[src/rtl/motoro3_pkg.sv]
// Shared types and constants for the motoro3 gate driver.
// MOTORO3_GATE_ACTIVE_LOW_EN selects active-low gate outputs (all-off level = 1).
package motoro3_pkg;

  typedef enum logic [1:0] {
    PH_OFF  = 2'd0,
    PH_HIGH = 2'd1,
    PH_LOW  = 2'd2,
    PH_DEAD = 2'd3
  } phase_state_t;

  localparam logic [3:0] STEP_IDLE = 4'd0;
  localparam logic [3:0] STEP_STOP = 4'd7;

  localparam int DEADTIME_DEFAULT = 20;

`ifdef MOTORO3_GATE_ACTIVE_LOW_EN
  localparam logic GATE_OFF = 1'b1;
`else
  localparam logic GATE_OFF = 1'b0;
`endif

  function automatic logic step_runs(input logic [3:0] step);
    return !((step == STEP_IDLE) || (step == STEP_STOP));
  endfunction

endpackage

[src/rtl/motoro3_gate_phase.sv]
// One phase leg: OFF/HIGH/LOW/DEAD state machine with dead-time counter.
// Gate polarity follows MOTORO3_GATE_ACTIVE_LOW_EN via motoro3_pkg::GATE_OFF.
module motoro3_gate_phase
  import motoro3_pkg::*;
#(
  parameter int DEADTIME_CYC = DEADTIME_DEFAULT,
  parameter int DT_W         = 8
) (
  input  logic clk,
  input  logic nRst,
  input  logic req_h,
  input  logic req_l,
  input  logic force_off,
  output logic ho,
  output logic lo,
  output logic dead
);

  localparam logic [DT_W-1:0] DT_LOAD = DT_W'(DEADTIME_CYC - 1);

  phase_state_t    state_reg;
  logic [DT_W-1:0] cnt_reg;

  assign dead = (state_reg == PH_DEAD);

  // Gate flops are written alongside the state so they always mirror its decode.
  always_ff @(negedge clk or negedge nRst) begin
    if (!nRst) begin
      state_reg <= PH_OFF;
      cnt_reg   <= '0;
      ho        <= GATE_OFF;
      lo        <= GATE_OFF;
    end else begin
      ho <= GATE_OFF;
      lo <= GATE_OFF;
      if (force_off) begin
        state_reg <= PH_OFF;
        cnt_reg   <= '0;
      end else begin
        case (state_reg)
          PH_OFF: begin
            if (req_h) begin
              state_reg <= PH_HIGH;
              ho        <= ~GATE_OFF;
            end else if (req_l) begin
              state_reg <= PH_LOW;
              lo        <= ~GATE_OFF;
            end
          end
          PH_HIGH: begin
            if (req_h) begin
              ho <= ~GATE_OFF;
            end else begin
              state_reg <= PH_DEAD;
              cnt_reg   <= DT_LOAD;
            end
          end
          PH_LOW: begin
            if (req_l) begin
              lo <= ~GATE_OFF;
            end else begin
              state_reg <= PH_DEAD;
              cnt_reg   <= DT_LOAD;
            end
          end
          PH_DEAD: begin
            // Requests are only looked at once the full blanking interval has run.
            if (cnt_reg != '0) begin
              cnt_reg <= cnt_reg - 1'b1;
            end else if (req_h) begin
              state_reg <= PH_HIGH;
              ho        <= ~GATE_OFF;
            end else if (req_l) begin
              state_reg <= PH_LOW;
              lo        <= ~GATE_OFF;
            end else begin
              state_reg <= PH_OFF;
            end
          end
          default: state_reg <= PH_OFF;
        endcase
      end
    end
  end

endmodule

[src/rtl/motoro3_gate_driver.sv]
// Three-phase gate driver: request decode, fault latch and three dead-time legs.
// Define MOTORO3_GATE_ACTIVE_LOW_EN for active-low gate outputs.
module motoro3_gate_driver
  import motoro3_pkg::*;
#(
  parameter int DEADTIME_CYC = DEADTIME_DEFAULT,
  parameter int DT_W         = 8
) (
  input  logic       clk,
  input  logic       nRst,
  input  logic       pwm,
  input  logic       aE,
  input  logic       bE,
  input  logic       cE,
  input  logic       aH1_L0,
  input  logic       bH1_L0,
  input  logic       cH1_L0,
  input  logic [3:0] m3step,
  input  logic       flt_n,
  input  logic       flt_clr,
  output logic       aHo,
  output logic       aLo,
  output logic       bHo,
  output logic       bLo,
  output logic       cHo,
  output logic       cLo,
  output logic       fault,
  output logic       dt_busy
);

  logic [1:0] flt_sync_reg;
  logic       fault_reg;
  logic       run;
  logic       force_off;
  logic [2:0] en, pol, req_h, req_l, ho, lo, dead;

  always_ff @(negedge clk or negedge nRst) begin
    if (!nRst) begin
      flt_sync_reg <= 2'b11;
      fault_reg    <= 1'b0;
    end else begin
      flt_sync_reg <= {flt_sync_reg[0], flt_n};
      if (!flt_sync_reg[1]) begin
        fault_reg <= 1'b1;
      end else if (flt_clr) begin
        fault_reg <= 1'b0;
      end
    end
  end

  // Including the live synchronizer output lets the legs drop on the same edge the latch sets.
  assign force_off = fault_reg | ~flt_sync_reg[1];
  assign run       = step_runs(m3step) & ~fault_reg;

  assign en    = {cE, bE, aE};
  assign pol   = {cH1_L0, bH1_L0, aH1_L0};
  assign req_h = {3{run & pwm}} & en & pol;
  assign req_l = {3{run}} & en & ~pol;

  for (genvar gi = 0; gi < 3; gi++) begin : g_phase
    motoro3_gate_phase #(
      .DEADTIME_CYC(DEADTIME_CYC),
      .DT_W        (DT_W)
    ) u_phase (
      .clk      (clk),
      .nRst     (nRst),
      .req_h    (req_h[gi]),
      .req_l    (req_l[gi]),
      .force_off(force_off),
      .ho       (ho[gi]),
      .lo       (lo[gi]),
      .dead     (dead[gi])
    );
  end

  assign {cHo, bHo, aHo} = ho;
  assign {cLo, bLo, aLo} = lo;
  assign fault           = fault_reg;
  assign dt_busy         = |dead;

endmodule

[config.mk]
export PLATFORM = sky130hd
export DESIGN_NAME = motoro3_gate_driver
export DESIGN_NICKNAME = d
export VERILOG_FILES = /design/src/rtl/motoro3_pkg.sv /design/src/rtl/motoro3_gate_phase.sv /design/src/rtl/motoro3_gate_driver.sv
export SDC_FILE = /design/constraint.sdc
export NUM_CORES = 1
export LEC_CHECK = 0
export ABC_AREA = 0
export BUFFER_PORTS_ARGS = -buffer_cell sky130_fd_sc_hd__buf_2
export CAP_MARGIN = 20
export CORE_MARGIN = 3
export CORE_UTILIZATION = 66
export CTS_BUF_LIST = sky130_fd_sc_hd__clkbuf_2
export DETAILED_ROUTE_END_ITERATION = 10
export PLACE_DENSITY = 0.87
export SYNTH_ARGS = -nofsm -noshare
export SYNTH_HDL_FRONTEND = slang
export SYNTH_SLANG_ARGS = --single-unit
[constraint.sdc]
create_clock -name clk -period 5.2 [get_ports clk]
set_input_delay 1.04 -clock clk [delete_from_list [all_inputs] [get_ports clk]]
set_output_delay 1.04 -clock clk [all_outputs]
set_load 0.02 [all_outputs]
==> metrics <==
clock slew at the register clock pins of the worst setup and hold paths 0.13 ns; post-synthesis share of cell area spent on and, or, nand and nor gates 25.4%; area of the multi-input gates 0.00142 mm²; Finish-stage setup viols 0; fraction of the mapped netlist area in compound gates 22.3%; mean post-synth cell area between 8 and 9 µm²; max-capacitance violation count 0; worst-path fanout max 3; layout overhead on the synthesized area 10.9%; antenna violations before repair 0; total negative setup slack 0 ns; Reg area 978 µm²; final std cells w/o fill 365; headroom to the max-slew limit 54.4%; kind of start point of the critical path register; worst endpoint required time 4.16 ns; number of cells produced by synthesis between 200 and 300; Tot GR Track Use 27.2%; count of fill cells added during filler insertion 249; leakage power figure about 1.4 nW; number of warnings reported in the yosys synthesis log 0; sequential element share of the synthesized area 38.7%; antenna cell count 0; end-of-flow core utilization 79.7%; count of routing violations after the opening detailed-route iteration 234; Cell Chain, Critical Path ha_2, or3_1, buf_2; Hold Slack 0.362 ns; FFs w/ async S/R, synth 100%; most common cell in the synthesized netlist dfrtn_1; number of iterations in the first detailed-routing pass 5; Layout Nets 348; adder and majority cell fraction of the synthesized area 7.42%; remaining routing DRC violations 0; run status finished, final reports clean; Post-Place Cell Area 0.00275 mm²; crit end category primary output; number of sinks on the clock net 39; Post-Place Cells between 300 and 400; mux contribution to synthesized area 0.841%; delay of the slowest critical-path stage 0.41 ns; area share of xor/xnor cells in the synthesized design 0%; combinational family with the most area after synthesis simple AND/OR/NAND/NOR gates; antenna-violating nets left 0; top cell type's share of synthesized area 36.6%; unrepaired setup endpoints after global routing no; detail-routed net length per standard cell 15.5 µm; area enclosed by the die boundary 0.00461 mm²; IO buf count 22; Worst Setup Path Type reg2out; std cell rows 21; Std-Cell Core Area 0.00352 mm²; setup slack of the critical path after layout 0.0732 ns; clock insertion delay at the later pin of the skew report 0.39 ns; leftover overflow at the end of global routing 0; Inserted Clock Buffers 5; final hold vios 0; top_reg_cell synth dfrtn_1; VDD IR-drop max around 0.19 mV; top cell types by occurrence after synthesis dfrtn_1, nor2_1, inv_1, o21ai_0, nand2_1; wire length of the first global-routing pass 9590 µm; Synth Net Count 313; Pwr Density 204 mW/mm²; top cell family by delay on the critical path flip-flops; Pins Over Slew Limit 0; #FFs+latches synth 39; HPWL Detailed about 4200 µm; count of flip-flops with a built-in enable after synthesis 0; synthesized area 0.00253 mm²; number of flip-flops in the largest register 24; total power approximately 570 µW; Bufs and invs on worst path 1; number of H-tree levels 2; CTS Root Buffer Type clkbuf_2; critical path data arrival time 4.09 ns; layout cells sized above 1 18.5%; via count ~2,300; initial cell density of the core a little under three quarters; final wirelength ~5700 µm; pin count of the biggest net entering global routing 40; Setup WS pre-CTS -0.115 ns; worst slew pin tran 0.684 ns; Critical-path top delay cell dfrtn_1; routability congestion estimate 0.904; number of top-level pins 23; TritonCTS clock tree built; Worst Hold Class reg2reg; Finished Cell Area around 0.0028 mm²; die height around 68 µm; CTS max path bufs 2; Yosys cell types 60; number of global-route vias before repair 2,081; die width 67.9 µm; mean number of vias per cell between 6 and 7; most area-consuming cells after synthesis dfrtn_1, ha_1, o21ai_0; maximum clock skew at final layout 0.0675 ns; cell type with the largest total area after synthesis dfrtn_1
-- final timing paths --
kind / from / depth (start not counted) / slack [ns] / endpoint
min: flt_sync_reg[0]$_DFF_NN1_ / 0 / 0.36 / flt_sync_reg[1]$_DFF_NN1_
max in group asynchronous: nRst / 2 / 1.53 / flt_sync_reg[1]$_DFF_NN1_
max reg2reg: g_phase[2].u_phase.state_reg[1]$_DFFE_NN0P_ / 7 / 2.74 / g_phase[2].u_phase.state_reg[1]$_DFFE_NN0P_
min in group asynchronous: nRst / 2 / 3.19 / g_phase[2].u_phase.cnt_reg[2]$_DFFE_NN0P_
max: g_phase[2].u_phase.state_reg[0]$_DFFE_NN0P_ / 3 / 0.07 / dt_busy
min reg2reg: flt_sync_reg[0]$_DFF_NN1_ / 0 / 0.36 / flt_sync_reg[1]$_DFF_NN1_
-- layout make-up --
cell class | count | area share, %
well taps | 46 | 2.05
clock inverters | 3 | 0.401
flip-flops and latches | 39 | 34.9
repair buffers | 37 | 7.94
clock buffers | 7 | 1.25
inverters | 22 | 2.94
multi-input cells | 211 | 50.5
-- cell families after synthesis --
group | count (synthesis)
DFF | 39
and+or+nand+nor | 115
adders and majority gates | 15
muxes | 2
AOI/OAI and AO/OA | 79
buffers and inverters | 33
-- report_power, final --
group / switching [mW] / leakage [nW] / internal [mW]
clock network: 0.103 / 0.0440 / 0.0384
logic: 0.0629 / 0.782 / 0.0445
registers: 0.00858 / 0.528 / 0.314
-- cells in the final DEF (no fill, tap or decap), types with 3 or more instances in the layout --
cell / instances
or4_1: 3
dfrtn_1: 37
a21o_1: 5
nor3b_1: 3
o21ai_0: 19
nor2b_1: 7
buf_4: 15
o31ai_1: 5
o32ai_1: 3
nor3_1: 9
nand2b_1: 8
buf_2: 22
inv_1: 24
nor2_1: 24
and2_1: 3
clkbuf_2: 7
or3_1: 6
nand2_1: 18
nand3_1: 9
a21oi_1: 13
nand4_1: 3
a211oi_1: 4
o211ai_1: 3
nor4_1: 9
ha_1: 14
-- metal layers --
layer | global-route usage, % | share of wire, % | up-vias
li1 | - | - | 1121
met1 | 37.0 | 46 | 1081
met2 | 44.7 | 48 | 79
met3 | 4.60 | 5.7 | 8
met4 | 7.69 | 1.1 | 0
met5 | 0 | 0 | -
-- timing repair --
action,CTS,global route
buffers inserted,0,1
gates resized for setup,0,1
setup endpoints to repair,0,1
hold buffers,0,0
-- worst reg2reg max path, stage by stage, from the launching register on --
cell and delay (ns):
dfrtn_1 0.48, ha_2 0.20, buf_4 0.15, nor4bb_1 0.50, and2_1 0.26, nor2_1 0.08
a311oi_2 0.30, mux2_1 0.35
Power figures use the tool's default switching activity.
